`config.mk`:
```
export PLATFORM = sky130hd
export DESIGN_NAME = ov7670_pixel_capture
export DESIGN_NICKNAME = d
export VERILOG_FILES = /design/src/rtl/ov7670_pkg.sv /design/src/rtl/ov7670_byte_pair.sv /design/src/rtl/ov7670_pixel_capture.sv
export SDC_FILE = /design/constraint.sdc
export NUM_CORES = 1
export LEC_CHECK = 0
export CORE_MARGIN = 10
export CORE_UTILIZATION = 45
export CTS_BUF_LIST = sky130_fd_sc_hd__clkbuf_8
export CTS_CLUSTER_DIAMETER = 50
export DETAILED_ROUTE_END_ITERATION = 10
export PLACE_DENSITY = 0.67
export SYNTH_ARGS = -nofsm -noshare
export SYNTH_HDL_FRONTEND = slang
export SYNTH_SLANG_ARGS = --single-unit
```
`constraint.sdc`:
```
create_clock -name clk -period 3 [get_ports clk]
set_input_delay 0.3 -clock clk [delete_from_list [all_inputs] [get_ports clk]]
set_output_delay 0.3 -clock clk [all_outputs]
set_load 0.03 [all_outputs]
```
`src/rtl/ov7670_pkg.sv`:
```
// ---------------------------------------------------------------------------
// ov7670_pkg
// Shared definitions for the OV7670 pixel capture block: FSM state encoding,
// default frame geometry and the frame-buffer address width.
// ---------------------------------------------------------------------------
package ov7670_pkg;

    localparam int ADDR_W      = 17;
    localparam int DEF_H_PIX   = 320;
    localparam int DEF_V_LINES = 240;

    typedef enum logic [1:0] {
        S_WAIT_VS    = 2'd0,
        S_WAIT_START = 2'd1,
        S_ACTIVE     = 2'd2
    } state_t;

endpackage

```
`src/rtl/ov7670_byte_pair.sv`:
```
// ---------------------------------------------------------------------------
// ov7670_byte_pair
// Pairs consecutive camera bytes into one RGB565 pixel. The first byte of a
// pair is held as the high byte; the second byte completes the pixel.
//
// Ports
//   clk          : camera pixel clock
//   reset        : synchronous active-high reset
//   i_clear      : synchronous clear of the byte phase (line/frame boundary)
//   i_valid      : current byte is a valid line byte
//   i_data[7:0]  : camera byte
//   o_pix_valid  : current byte completes a pixel
//   o_pixel[15:0]: {held high byte, current byte}, valid with o_pix_valid
// ---------------------------------------------------------------------------
module ov7670_byte_pair (
    input  logic        clk,
    input  logic        reset,
    input  logic        i_clear,
    input  logic        i_valid,
    input  logic [7:0]  i_data,
    output logic        o_pix_valid,
    output logic [15:0] o_pixel
);

    logic       r_phase;
    logic [7:0] r_hi;

    always_ff @(posedge clk) begin
        if (reset) begin
            r_phase <= 1'b0;
            r_hi    <= 8'd0;
        end else if (i_clear) begin
            // a pending high byte with no partner is simply forgotten
            r_phase <= 1'b0;
        end else if (i_valid) begin
            r_phase <= ~r_phase;
            if (!r_phase) begin
                r_hi <= i_data;
            end
        end
    end

    assign o_pix_valid = i_valid & r_phase;
    assign o_pixel     = {r_hi, i_data};

endmodule

```
`src/rtl/ov7670_pixel_capture.sv`:
```
// ---------------------------------------------------------------------------
// ov7670_pixel_capture
// Captures RGB565 frames from an OV7670 camera into a linear frame buffer
// (address y*H_PIX + x). Frames start on a vsync high->low sequence; a frame
// whose start sees freeze=1 is not written. H_PIX*V_LINES must not exceed
// 131072 (17-bit address space).
//
// Optional feature macro: OV_FRAME_STATS_EN adds frame_cnt / line_cnt.
//
// Ports
//   clk          : camera pixel clock, all logic on rising edge
//   reset        : synchronous active-high reset
//   href         : line valid
//   vsync        : frame sync, high between frames
//   data[7:0]    : camera byte, high byte of each pixel first
//   freeze       : sampled at frame start; 1 suppresses the whole frame
//   we           : one-cycle write pulse per stored pixel
//   wAddr[16:0]  : write address
//   wData[15:0]  : RGB565 pixel
//   frame_done   : one-cycle pulse at end of each captured frame
//   capturing    : high while a non-frozen frame is active
//   frame_cnt    : (OV_FRAME_STATS_EN) captured frames, wrapping
//   line_cnt     : (OV_FRAME_STATS_EN) lines in last captured frame, sat 511
//
// state        | meaning
// S_WAIT_VS    | waiting for vsync high (after reset or abort)
// S_WAIT_START | vsync high, waiting for it to drop to start a frame
// S_ACTIVE     | frame in progress, lines and pixels captured
// ---------------------------------------------------------------------------
module ov7670_pixel_capture
    import ov7670_pkg::*;
#(
    parameter int H_PIX   = DEF_H_PIX,
    parameter int V_LINES = DEF_V_LINES
) (
    input  logic              clk,
    input  logic              reset,
    input  logic              href,
    input  logic              vsync,
    input  logic [7:0]        data,
    input  logic              freeze,
    output logic              we,
    output logic [ADDR_W-1:0] wAddr,
    output logic [15:0]       wData,
    output logic              frame_done,
    output logic              capturing
`ifdef OV_FRAME_STATS_EN
    ,
    output logic [15:0]       frame_cnt,
    output logic [8:0]        line_cnt
`endif
);

    localparam int PIX_W  = $clog2(H_PIX + 1);
    localparam int LINE_W = $clog2(V_LINES + 1);

    state_t              r_state;
    logic                r_we;
    logic [ADDR_W-1:0]   r_waddr;
    logic [ADDR_W-1:0]   r_line_base;
    logic [15:0]         r_wdata;
    logic                r_frame_done;
    logic                r_capturing;
    logic                r_frozen;
    logic                r_href_d;
    logic [PIX_W-1:0]    r_pix_cnt;
    logic [LINE_W-1:0]   r_line_cnt;

    logic                w_active;
    logic                w_href_fall;
    logic                w_byte_valid;
    logic                w_clear;
    logic                w_pix_valid;
    logic [15:0]         w_pixel;
    logic                w_pix_ok;
    logic                w_line_ok;

    assign w_active     = (r_state == S_ACTIVE);
    assign w_href_fall  = r_href_d & ~href;
    assign w_byte_valid = w_active & href & ~vsync;
    // phase is held clear outside a frame so every frame starts on a high byte
    assign w_clear      = ~w_active | w_href_fall;
    assign w_pix_ok     = (r_pix_cnt < PIX_W'(H_PIX));
    assign w_line_ok    = (r_line_cnt < LINE_W'(V_LINES));

    ov7670_byte_pair u_byte_pair (
        .clk         (clk),
        .reset       (reset),
        .i_clear     (w_clear),
        .i_valid     (w_byte_valid),
        .i_data      (data),
        .o_pix_valid (w_pix_valid),
        .o_pixel     (w_pixel)
    );

    always_ff @(posedge clk) begin
        if (reset) begin
            r_state      <= S_WAIT_VS;
            r_we         <= 1'b0;
            r_waddr      <= '0;
            r_line_base  <= '0;
            r_wdata      <= 16'd0;
            r_frame_done <= 1'b0;
            r_capturing  <= 1'b0;
            r_frozen     <= 1'b0;
            r_href_d     <= 1'b0;
            r_pix_cnt    <= '0;
            r_line_cnt   <= '0;
        end else begin
            r_href_d     <= href;
            r_we         <= 1'b0;
            r_frame_done <= 1'b0;
            if (r_we) begin
                r_waddr <= r_waddr + ADDR_W'(1);
            end
            case (r_state)
                S_WAIT_VS: begin
                    if (vsync) begin
                        r_state <= S_WAIT_START;
                    end
                end
                S_WAIT_START: begin
                    if (!vsync) begin
                        r_state     <= S_ACTIVE;
                        r_waddr     <= '0;
                        r_line_base <= '0;
                        r_pix_cnt   <= '0;
                        r_line_cnt  <= '0;
                        r_frozen    <= freeze;
                        r_capturing <= ~freeze;
                    end
                end
                S_ACTIVE: begin
                    if (vsync) begin
                        r_state      <= S_WAIT_START;
                        r_capturing  <= 1'b0;
                        r_frame_done <= ~r_frozen;
                    end else begin
                        if (w_pix_valid && w_pix_ok) begin
                            r_pix_cnt <= r_pix_cnt + PIX_W'(1);
                            if (w_line_ok && !r_frozen) begin
                                r_we    <= 1'b1;
                                r_wdata <= w_pixel;
                            end
                        end
                        if (w_href_fall) begin
                            r_pix_cnt <= '0;
                            // Re-base on the next row so a short line leaves
                            // its unwritten tail instead of shifting later rows.
                            if (w_line_ok) begin
                                r_line_cnt  <= r_line_cnt + LINE_W'(1);
                                r_line_base <= r_line_base + ADDR_W'(H_PIX);
                                r_waddr     <= r_line_base + ADDR_W'(H_PIX);
                            end
                        end
                    end
                end
                default: r_state <= S_WAIT_VS;
            endcase
        end
    end

    assign we         = r_we;
    assign wAddr      = r_waddr;
    assign wData      = r_wdata;
    assign frame_done = r_frame_done;
    assign capturing  = r_capturing;

`ifdef OV_FRAME_STATS_EN
    logic [15:0] r_frame_cnt;
    logic [8:0]  r_lines_seen;
    logic [8:0]  r_line_cnt_last;

    always_ff @(posedge clk) begin
        if (reset) begin
            r_frame_cnt     <= 16'd0;
            r_lines_seen    <= 9'd0;
            r_line_cnt_last <= 9'd0;
        end else if (r_state == S_WAIT_START && !vsync) begin
            r_lines_seen <= 9'd0;
        end else if (w_active && vsync) begin
            if (!r_frozen) begin
                r_frame_cnt     <= r_frame_cnt + 16'd1;
                r_line_cnt_last <= r_lines_seen;
            end
        end else if (w_active && w_href_fall && r_lines_seen != 9'd511) begin
            r_lines_seen <= r_lines_seen + 9'd1;
        end
    end

    assign frame_cnt = r_frame_cnt;
    assign line_cnt  = r_line_cnt_last;
`else
    // statistics counters are not built
`endif

endmodule

```
**Yosys cells after proc, flatten, opt, wreduce, memory -nomap -nowiden**

Index checks and enable logic that the tools add are counted.
W data, S select, Z words.

- Register bits: 83
- Output and inout port bits: 36

- Add/sub/neg operators: 4
- Magnitude comparators: 2
- Eq/ne operators: 9
- Multiplexer cells: 28
- Bitwise gates (word level): 13
- Reductions and logical operators: 16

Operator list:

| kind | count |
|---|---|
| $mux W17 | 9 |
| $pmux W17 S2 | 2 |
| $mux W9 | 4 |
| $mux W8 | 4 |
| $pmux W9 S2 | 1 |
| $add A17 B1 Y17 const B | 1 |
| $add A17 B9 Y17 const B | 1 |
| $pmux W8 S2 | 1 |
| $add A9 B1 Y9 const B | 1 |
| $lt A9 B9 Y1 const B | 1 |
| $add A8 B1 Y8 const B | 1 |
| $lt A8 B8 Y1 const B | 1 |
| $not A1 Y1 | 8 |
| $reduce_and A4 Y1 | 2 |
| $ne A2 B1 Y1 const B | 3 |
| $ne A2 B2 Y1 const B | 3 |
| $reduce_and A3 Y1 | 2 |
| $reduce_and A5 Y1 | 1 |
| $and A1 B1 Y1 | 4 |
| $mux W2 | 2 |
| $pmux W2 S2 | 1 |
| $reduce_and A2 Y1 | 2 |
| $reduce_or A2 Y1 | 2 |
| $reduce_or A4 Y1 | 1 |
| 11 further kinds | 14 |

**Longest topological paths before layout**

Gate-level depths: netlist (run 1).

- Word-level depth: 9
- Gate-level depth with buffers: 9
- Mapped depth without buffers: 6

**Cells and area by module**

A second synthesis (run 1) with hierarchy kept.

- Cells, all modules: 414
- Area total of the unflattened synthesis: 3606.0 µm²

By module, submodules not included:

| module | times used | cells an instance | area each (µm²) |
|---|---|---|---|
| ov7670_pixel_capture | 1 | 367 | 3136.8 |
| ov7670_byte_pair | 1 | 47 | 469.2 |

**Worst setup path before layout (run 1)**

No wires, ideal clock.

- Kind: register to register
- From: register r_state[0]
- To: register r_pix_cnt[5]
- Library setup time: 0.072 ns
- Arrival time: 1.797 ns
- Required time: 2.928 ns
- Setup slack: 1.131 ns
- Cell stages (with the launch flop): 8
- Path buffers: 1
- Period minus slack after synthesis: 1.869 ns
- Cell sequence: dfxtp_1 inv_1 ha_1 a21boi_4 nand3_2 buf_2 a211oi_1 mux2i_1

- Word-level cells in the longest chain between the ends: 7

RTL lines:

| what | RTL line | RTL |
|---|---|---|
| start: declaration | ov7670_pixel_capture.sv:57 | `state_t r_state;` |
| start signal: assignment | ov7670_pixel_capture.sv:98 | `r_state <= S_WAIT_VS;` |
| start signal: assignment | ov7670_pixel_capture.sv:119 | `r_state <= S_WAIT_START;` |
| start signal: assignment | ov7670_pixel_capture.sv:124 | `r_state <= S_ACTIVE;` |
| $eq A2 B2 Y1 | ov7670_pixel_capture.sv:78, ov7670_pixel_capture.sv:116 |  |
| $and A1 B1 Y1 (2 in a row) | ov7670_pixel_capture.sv:80 | `assign w_byte_valid = w_active & href & ~vsync;` |
| $and A1 B1 Y1 | ov7670_byte_pair.sv:43 | `assign o_pix_valid = i_valid & r_phase;` |
| $logic_and A1 B1 Y1 | ov7670_pixel_capture.sv:139 | `if (w_pix_valid && w_pix_ok) begin` |
| $ne A3 B1 Y1 (no source line) | - |  |
| $reduce_and A4 Y1 (no source line) | - |  |
| end signal: assignment | ov7670_pixel_capture.sv:140 | `r_pix_cnt <= r_pix_cnt + PIX_W'(1);` |
| end: declaration | ov7670_pixel_capture.sv:66 | `logic [PIX_W-1:0] r_pix_cnt;` |

Several ways; a longest one is shown, not always the timed one.
A chain may end at the register's enable or synchronous reset.

**Final worst setup path (run 1)**

- From: register r_state[0]
- To: register r_pix_cnt[7]

The elaborated chain is that of the path after synthesis.

==> impl_metrics.env, run 1 <==
export IMPL_ys_types=64
export IMPL_min_from="r_pix_cnt[8]$_SDFFE_PP0P_"
export IMPL_crit_path_start="r_state[0]$_SDFFE_PP0P_"
export IMPL_hpwl_microns=6110
export IMPL_drc=0
export IMPL_firstDrtPassIters=4
export IMPL_grt_usage_pct=13.5
export IMPL_power_density_nw_per_um2=437
export IMPL_peakVddDrop_mv=0.351
export IMPL_r2r_start="r_state[0]$_SDFFE_PP0P_"
export IMPL_overflow=0
export IMPL_min_path_type="reg2reg"
export IMPL_cts_tree="done"
export IMPL_fin_ws_ns=0.713
export IMPL_grt_max_degree=36
export IMPL_nNetsFinal=481
export IMPL_setup_viol=0
export IMPL_h_tree_depth=3
export IMPL_synthArstFlopShare_pct=0
export IMPL_seq_area_frac_synth_pct=41.5
export IMPL_area_growth_syn_to_layout_pct=18.9
export IMPL_cts_resized=0
export IMPL_final_cell_mix="dfxtp_1 (77), clkdlybuf4s50_1 (48), nand2_1 (43), nor2_1 (36), a21oi_1 (27)"
export IMPL_start_util_pct=45.7
export IMPL_cts_buffers=9
export IMPL_tightest_slew_ns=0.626
export IMPL_clkTransAtPathRegs_ns=0.09
export IMPL_path_max_fanout=12
export IMPL_wl_per_cell_microns=14.8
export IMPL_grt_pass1_wl_microns=14100
export IMPL_cp_cell_sequence="inv_1 -> ha_1 -> a21boi_4 -> nand3_2 -> a2111oi_2 -> mux2i_1"
export IMPL_criticalPathCategory="reg2reg"
export IMPL_grt_pass1_vias=2914
export IMPL_synth_edf_count=0
export IMPL_synth_warnings=0
export IMPL_maxCapViolCount=0
export IMPL_cts_hold_fix_buffers=0
export IMPL_routed_wl_microns=8420
export IMPL_drt_initial_drc_count=90
export IMPL_period_share_pct=76.2
export IMPL_slew_headroom_pct=58.3
export IMPL_gp_congestion=0.814
export IMPL_fill_cells=745
export IMPL_cts_buffer_depth=2
export IMPL_tns_ns=0
export IMPL_portBuffers=48
export IMPL_final_area_sq_um=4420
export IMPL_drive_gt1_share_pct=7.74
export IMPL_die_area_sq_um=12300
export IMPL_fin_skew_ns=0.0136
export IMPL_insertion_delay_ns=0.36
export IMPL_fp_row_count=33
export IMPL_slowest_delay_ns=0.48
export IMPL_ios=49
export IMPL_ys_flop_type="dfxtp_1"
export IMPL_rsz0062_at_grt="no"
export IMPL_cts_root_buffer="clkbuf_8"
export IMPL_n_antenna_cell=0
export IMPL_status="finished clean"
export IMPL_slew_viol_final=0
export IMPL_dpl_instance_area_sq_um=4230
export IMPL_mostFrequentLayoutCell="dfxtp_1"
export IMPL_leakage_nw=1.57
export IMPL_hold_viol_final=0
export IMPL_die_y_microns=111
export IMPL_cp_slowest_cell="a2111oi_2"
export IMPL_max_freq_mhz=437
export IMPL_cp_end_kind="flop"
export IMPL_syn_inst=417
export IMPL_finalCriticalPeriod_ns=2.29
export IMPL_cts_sinks=77
export IMPL_antenna_found_initial=0
export IMPL_vias=3160
export IMPL_die_w_microns=111
export IMPL_post_place_ws_ns=0.571
export IMPL_critPathRequiredTime_ns=3.28
export IMPL_fp_coreArea_sq_um=8130
export IMPL_hold_depth=2
export IMPL_syn_avg_cell_area_sq_um=8.91
export IMPL_synthesis_area_sq_um=3710
export IMPL_arrival_ns=2.57
export IMPL_synth_seq_cells=77
export IMPL_drtAntennaViolNets=0
export IMPL_cts_setup_buffers=0
export IMPL_viasPerCell=5.54
export IMPL_start_kind="flop"
export IMPL_syn_nets=438
export IMPL_reg2reg_depth=6
[cell type report]
class | count | area, sq um | area share (%)
clock buffer | 9 | 124 | 2.80
clock inverter | 7 | 63.8 | 1.44
inverter | 12 | 45.0 | 1.02
multi-input combinational | 306 | 1990 | 45.0
sequential | 77 | 1540 | 34.9
tap | 105 | 131 | 2.97
timing repair buffer | 54 | 526 | 11.9
[metal layers]
metal  wire [microns]  vias to the layer above  global-route usage, %
met5                0                        -                      0
met4              164                        0                   6.25
met3              512                       12                   4.06
met2             3890                       77                   21.1
met1             3850                     1477                   16.6
li1                 -                     1594                      -
[Yosys cell counts, drive strengths merged, types with 2 or more instances]
library cell,number,share of area (%)
nand2,43,4.3
ha,8,2.7
xnor2,12,2.8
or3,5,0.88
a211oi,4,0.81
o2111ai,3,0.71
clkbuf,9,1.5
nor4,5,0.84
or2,2,0.34
nand3b,4,0.81
a22oi,3,0.74
nor2,36,3.6
nand4bb,2,1.0
a22o,2,0.47
o21ai,20,2.8
nand3,20,2.8
o31ai,2,0.40
nand2b,2,0.34
a21o,4,0.81
a2111oi,2,0.64
dfxtp,77,41
mux2i,23,6.2
inv,12,1.2
xor2,9,2.1
and2,4,0.67
and3,2,0.34
o22ai,9,1.5
buf,13,2.4
nand4b,2,0.47
nor2b,4,0.67
nand4,12,2.4
nor3,14,2.0
a21oi,27,3.6
or4,3,0.61
nor3b,2,0.40
[metrics by stage]
| step | power, W | hold WS (ns) | utilization (%) | cells |
|---|---|---|---|---|
| after global placement | 0.00119 | 0.442 | 52.0 | 554 |
| after global routing | 0.00201 | 0.490 | 54.3 | 570 |
| after detailed placement | 0.00120 | 0.441 | 52.0 | 554 |
| after floorplan | 0.00116 | 0.409 | - | 417 |
| after CTS | 0.00195 | 0.455 | 54.3 | 570 |
| final | 0.00193 | 0.454 | 54.3 | 570 |
[sequential cells by signal (all words and copies together) (netlist names)]
| signal | flops |
|---|---|
| frame_done | 1 |
| r_line_cnt | 8 |
| u_byte_pair.r_hi | 8 |
| wAddr | 17 |
| capturing | 1 |
| r_frozen | 1 |
| we | 1 |
| r_href_d | 1 |
| r_pix_cnt | 9 |
| r_state | 2 |
| r_line_base | 11 |
| u_byte_pair.r_phase | 1 |
| wData | 16 |
[critical path, delay by kind of cell, from the launching register on]
kind	cells	cell delay, ns
adders and majority gates	1	0.46
buffers and inverters	1	0.08
DFF	1	0.39
and+or+nand+nor	1	0.25
AOI/OAI and AO/OA	2	0.80
muxes	1	0.23
[power by group]
group / internal (W) / switching [W]
Sequential: 0.00103 / 0.00000625
Clock: 0.000321 / 0.000437
Combinational: 0.0000549 / 0.0000859
[logic make-up after synthesis]
family	count (synthesis)	share of synthesized area (%)
AND/OR/NAND/NOR	165	23.5
buffers and inverters	34	5.05
adder cells (fa/ha/maj)	8	2.69
multiplexers	23	6.20
flip-flops	77	41.5
XOR/XNOR	21	4.95
AO/OA/AOI/OAI	89	16.1
[path summary, 6_finish.rpt]
check / slack (ns) / endpoint
worst min-delay path: 0.45 / r_pix_cnt[8]$_SDFFE_PP0P_
worst min register to register: 0.45 / r_pix_cnt[8]$_SDFFE_PP0P_
worst max-delay path: 0.71 / r_pix_cnt[7]$_SDFFE_PP0P_
worst max register to register: 0.71 / r_pix_cnt[7]$_SDFFE_PP0P_
(Power assumes the default switching activity.)
==> run 2: changes to the inputs <==
==> constraint.sdc (replaced) <==
create_clock -name clk -period 2.3 [get_ports clk]
set_input_delay 0.23 -clock clk [delete_from_list [all_inputs] [get_ports clk]]
set_output_delay 0.23 -clock clk [all_outputs]
set_load 0.03 [all_outputs]
==> impl_metrics.env, run 2 (synthesized netlist as in run 1, its figures left out) <==
export IMPL_critPathRequiredTime_ns=2.58
export IMPL_slew_headroom_pct=57.8
export IMPL_wl_per_cell_microns=14.9
export IMPL_cts_root_buffer="clkbuf_8"
export IMPL_setup_viol=0
export IMPL_antenna_found_initial=0
export IMPL_power_density_nw_per_um2=584
export IMPL_routed_wl_microns=8590
export IMPL_hpwl_microns=6200
export IMPL_grt_pass1_vias=3018
export IMPL_hold_viol_final=0
export IMPL_fp_row_count=33
export IMPL_tns_ns=0
export IMPL_grt_usage_pct=13.7
export IMPL_gp_congestion=0.833
export IMPL_placed_cells=562
export IMPL_largest_reg_flops=17
export IMPL_maxCapViolCount=0
export IMPL_start_util_pct=45.7
export IMPL_cts_resized=0
export IMPL_area_growth_syn_to_layout_pct=21.0
export IMPL_drt_initial_drc_count=138
export IMPL_h_tree_depth=3
export IMPL_die_area_sq_um=12300
export IMPL_cts_buffers=9
export IMPL_overflow=0
export IMPL_cts_setup_buffers=0
export IMPL_max_freq_mhz=473
export IMPL_firstDrtPassIters=4
export IMPL_rsz0062_at_grt="no"
export IMPL_cts_sinks=77
export IMPL_cts_buffer_depth=2
export IMPL_start_kind="flop"
export IMPL_drive_gt1_share_pct=9.30
export IMPL_die_w_microns=111
export IMPL_viasPerCell=5.53
export IMPL_clkTransAtPathRegs_ns=0.10
export IMPL_cp_end_kind="flop"
export IMPL_fp_coreArea_sq_um=8130
export IMPL_insertion_delay_ns=0.36
export IMPL_n_antenna_cell=0
export IMPL_drtAntennaViolNets=0
export IMPL_tightest_slew_ns=0.632
export IMPL_vias=3198
export IMPL_status="finished clean"
export IMPL_grt_max_degree=41
export IMPL_leakage_nw=1.63
export IMPL_finalCriticalPeriod_ns=2.12
export IMPL_portBuffers=48
export IMPL_ios=49
export IMPL_slew_viol_final=0
export IMPL_period_share_pct=92.0
export IMPL_arrival_ns=2.40
export IMPL_min_path_type="in2reg"
export IMPL_stdcell_count=578
export IMPL_cts_hold_fix_buffers=0
export IMPL_grt_pass1_wl_microns=14500
export IMPL_cts_tree="done"
export IMPL_final_cell_mix="dfxtp_1 (77), clkdlybuf4s50_1 (48), nand2_1 (43), nor2_1 (36), a21oi_1 (27)"
export IMPL_drc=0
export IMPL_criticalPathCategory="reg2reg"
export IMPL_nNetsFinal=489
export IMPL_fin_skew_ns=0.0164
export IMPL_path_max_fanout=21
export IMPL_die_y_microns=111
export IMPL_mostFrequentLayoutCell="dfxtp_1"
export IMPL_peakVddDrop_mv=0.372
[run 2: metrics by stage]
step / total power, W / util, % / area, sq um / hold slack [ns] / worst slack, ns
after global routing: 0.00272 / 55.3 / 4490 / 0.465 / 0.0243
after CTS: 0.00264 / 55.3 / 4490 / 0.444 / 0.187
after floorplan: 0.00151 / - / 3710 / 0.358 / 0.431
after global placement: 0.00156 / 52.7 / 4290 / 0.438 / 0.165
after detailed placement: 0.00157 / 52.7 / 4290 / 0.445 / 0.0979
final: 0.00263 / 55.3 / 4490 / 0.441 / 0.184
[run 2: final timing paths]
kind	to	depth (start not counted)	startpoint	slack, ns
hold reg to reg	r_pix_cnt[8]$_SDFFE_PP0P_	2	r_pix_cnt[8]$_SDFFE_PP0P_	0.46
hold / removal	u_byte_pair.r_hi[7]$_SDFFE_PP0P_	3	data[7]	0.44
setup / recovery	r_line_cnt[6]$_SDFFE_PP0P_	7	r_state[0]$_SDFFE_PP0P_	0.18
setup reg to reg	r_line_cnt[6]$_SDFFE_PP0P_	7	r_state[0]$_SDFFE_PP0P_	0.18
[run 2: critical path, cell delays in order (launching register included)]
cell and delay (ns):
dfxtp_1 0.39, inv_1 0.08, ha_1 0.38, and4bb_2 0.30, a22oi_2 0.08, buf_4 0.21
or4_1 0.47, a21oi_1 0.15
[run 2: area by class of cell]
class                           count  area (sq um)
Sequential cell                    77          1540
Clock inverter                      7          81.3
Multi-Input combinational cell    306          1990
Fill cell                         751          3640
Timing Repair Buffer               62           586
Inverter                           12          45.0
Tap cell                          105           131
Clock buffer                        9           124
[run 2: metal layers]
metal  share of wire, %  wire length (microns)  global-route usage, %
met5                  0                      0                      0
met4                2.3                    195                   6.25
met3                6.3                    543                   4.33
met2                 44                   3740                   20.6
met1                 48                   4110                   17.3
[run 2: where the power goes]
part,switching [W],internal (W)
clock,0.000569,0.000519
combinational,0.000113,0.0000784
sequential,0.00000810,0.00134
==> run 3: changes to the inputs <==
--- a/config.mk
+++ b/config.mk
@@ -5,7 +5,7 @@
 export SDC_FILE = /design/constraint.sdc
 export NUM_CORES = 1
 export LEC_CHECK = 0
-export CORE_MARGIN = 10
+export CORE_MARGIN = 1.5
 export CORE_UTILIZATION = 45
 export CTS_BUF_LIST = sky130_fd_sc_hd__clkbuf_8
 export CTS_CLUSTER_DIAMETER = 50
==> impl_metrics.env, run 3 (synthesized netlist as in run 1, its figures left out) <==
export IMPL_hold_viol_final=0
export IMPL_drc=0
export IMPL_mostFrequentLayoutCell="dfxtp_1"
export IMPL_fp_coreArea_sq_um=7850
export IMPL_viasPerCell=5.44
export IMPL_fin_skew_ns=0.00950
export IMPL_cts_buffer_depth=2
export IMPL_reg2reg_depth=7
export IMPL_max_freq_mhz=475
export IMPL_vias=3136
export IMPL_antenna_found_initial=0
export IMPL_path_max_fanout=21
export IMPL_start_kind="flop"
export IMPL_clkTransAtPathRegs_ns=0.08
export IMPL_area_growth_syn_to_layout_pct=20.8
export IMPL_critPathRequiredTime_ns=2.58
export IMPL_fill_cells=728
export IMPL_grt_usage_pct=19.2
export IMPL_slew_viol_final=0
export IMPL_hold_depth=2
export IMPL_routed_wl_microns=8100
export IMPL_cts_buffers=9
export IMPL_min_from="r_pix_cnt[8]$_SDFFE_PP0P_"
export IMPL_cts_sinks=77
export IMPL_n_antenna_cell=0
export IMPL_rsz0062_at_grt="no"
export IMPL_min_path_type="reg2reg"
export IMPL_portBuffers=48
export IMPL_hpwl_microns=5810
export IMPL_leakage_nw=1.63
export IMPL_wl_per_cell_microns=14.1
export IMPL_slew_headroom_pct=60.4
export IMPL_r2r_end="r_line_cnt[6]$_SDFFE_PP0P_"
export IMPL_power_density_nw_per_um2=572
export IMPL_gp_congestion=0.856
export IMPL_peakVddDrop_mv=0.455
export IMPL_ios=49
export IMPL_arrival_ns=2.38
export IMPL_cts_resized=0
export IMPL_criticalPathCategory="reg2reg"
export IMPL_die_area_sq_um=8810
export IMPL_insertion_delay_ns=0.35
export IMPL_cts_tree="done"
export IMPL_status="finished clean"
export IMPL_finalCriticalPeriod_ns=2.10
export IMPL_cts_setup_buffers=0
export IMPL_overflow=0
export IMPL_start_util_pct=47.3
export IMPL_drive_gt1_share_pct=9.28
export IMPL_fp_row_count=32
export IMPL_grt_pass1_wl_microns=13400
export IMPL_cp_end_kind="flop"
export IMPL_ff2ff_setup_slack_ns=0.20
export IMPL_drtAntennaViolNets=0
export IMPL_maxCapViolCount=0
export IMPL_r2r_start="r_state[0]$_SDFFE_PP0P_"
export IMPL_period_share_pct=91.5
export IMPL_setup_viol=0
export IMPL_tightest_slew_ns=0.595
export IMPL_die_w_microns=93.9
export IMPL_nNetsFinal=490
export IMPL_cts_hold_fix_buffers=0
export IMPL_die_y_microns=93.9
export IMPL_slowest_delay_ns=0.47
export IMPL_cp_slowest_cell="or4_1"
export IMPL_fin_util_pct=57.2
export IMPL_grt_max_degree=31
export IMPL_cts_root_buffer="clkbuf_8"
export IMPL_tns_ns=0
export IMPL_drt_initial_drc_count=83
export IMPL_grt_pass1_vias=2827
export IMPL_worstHoldEndpoint="r_pix_cnt[8]$_SDFFE_PP0P_"
export IMPL_cp_cell_sequence="inv_1 -> ha_1 -> and4bb_2 -> a22oi_2 -> buf_4 -> or4_1 -> a21oi_1"
export IMPL_h_tree_depth=3
export IMPL_final_cell_mix="dfxtp_1 (77), clkdlybuf4s50_1 (48), nand2_1 (43), nor2_1 (36), a21oi_1 (27)"
export IMPL_firstDrtPassIters=4
export IMPL_largest_reg_flops=17
-- run 3: worst max-delay path by stage --
stage / from / endpoint / slack [ns] / cells after the start
global placement: vsync / r_line_cnt[6]$_SDFFE_PP0P_ / 0.19 / 7
floorplan: r_state[0]$_SDFFE_PP0P_ / r_pix_cnt[5]$_SDFFE_PP0P_ / 0.43 / 7
finish: r_state[0]$_SDFFE_PP0P_ / r_line_cnt[6]$_SDFFE_PP0P_ / 0.20 / 7
global route: r_state[0]$_SDFFE_PP0P_ / r_pix_cnt[7]$_SDFFE_PP0P_ / 0.05 / 6
detailed placement: vsync / r_pix_cnt[7]$_SDFFE_PP0P_ / 0.14 / 6
CTS: r_state[0]$_SDFFE_PP0P_ / r_line_cnt[6]$_SDFFE_PP0P_ / 0.21 / 7
-- run 3: stage by stage --
step / hold slack [ns] / power [W] / instances / instance area (sq um) / setup slack [ns]
after floorplan: 0.358 / 0.00151 / 417 / 3710 / 0.431
after global placement: 0.439 / 0.00157 / 560 / 4290 / 0.194
after detailed placement: 0.441 / 0.00157 / 560 / 4290 / 0.141
after CTS: 0.450 / 0.00259 / 576 / 4490 / 0.208
after global routing: 0.470 / 0.00266 / 576 / 4490 / 0.0463
final: 0.454 / 0.00257 / 576 / 4490 / 0.196
-- run 3: final cells by class --
type                            instances  area [sq um]  area share, %
Multi-Input combinational cell        306          1990           44.2
Sequential cell                        77          1540           34.3
Tap cell                              102           128           2.84
Timing Repair Buffer                   63           593           13.2
Clock inverter                          7          72.6           1.62
Inverter                               12          45.0           1.00
Clock buffer                            9           124           2.76
-- run 3: metal layers --
layer | track usage, % | share of wire, % | vias up
li1 | - | - | 1607
met1 | 25.7 | 48 | 1453
met2 | 30.6 | 46 | 65
met3 | 3.80 | 4.2 | 11
met4 | 6.97 | 1.6 | 0
met5 | 0 | 0 | -
-- run 3: report_power, final --
group	switching (W)	internal (W)
clock	0.000524	0.000505
sequential	0.00000827	0.00134
combinational	0.000111	0.0000794
-- run 3: worst max-delay path: cells and delay by family (launching register included) --
| kind | cells | cell delay, ns |
|---|---|---|
| adders and majority gates | 1 | 0.35 |
| buffers and inverters | 2 | 0.29 |
| AOI/OAI and AO/OA | 2 | 0.24 |
| and+or+nand+nor | 2 | 0.76 |
| DFF | 1 | 0.39 |
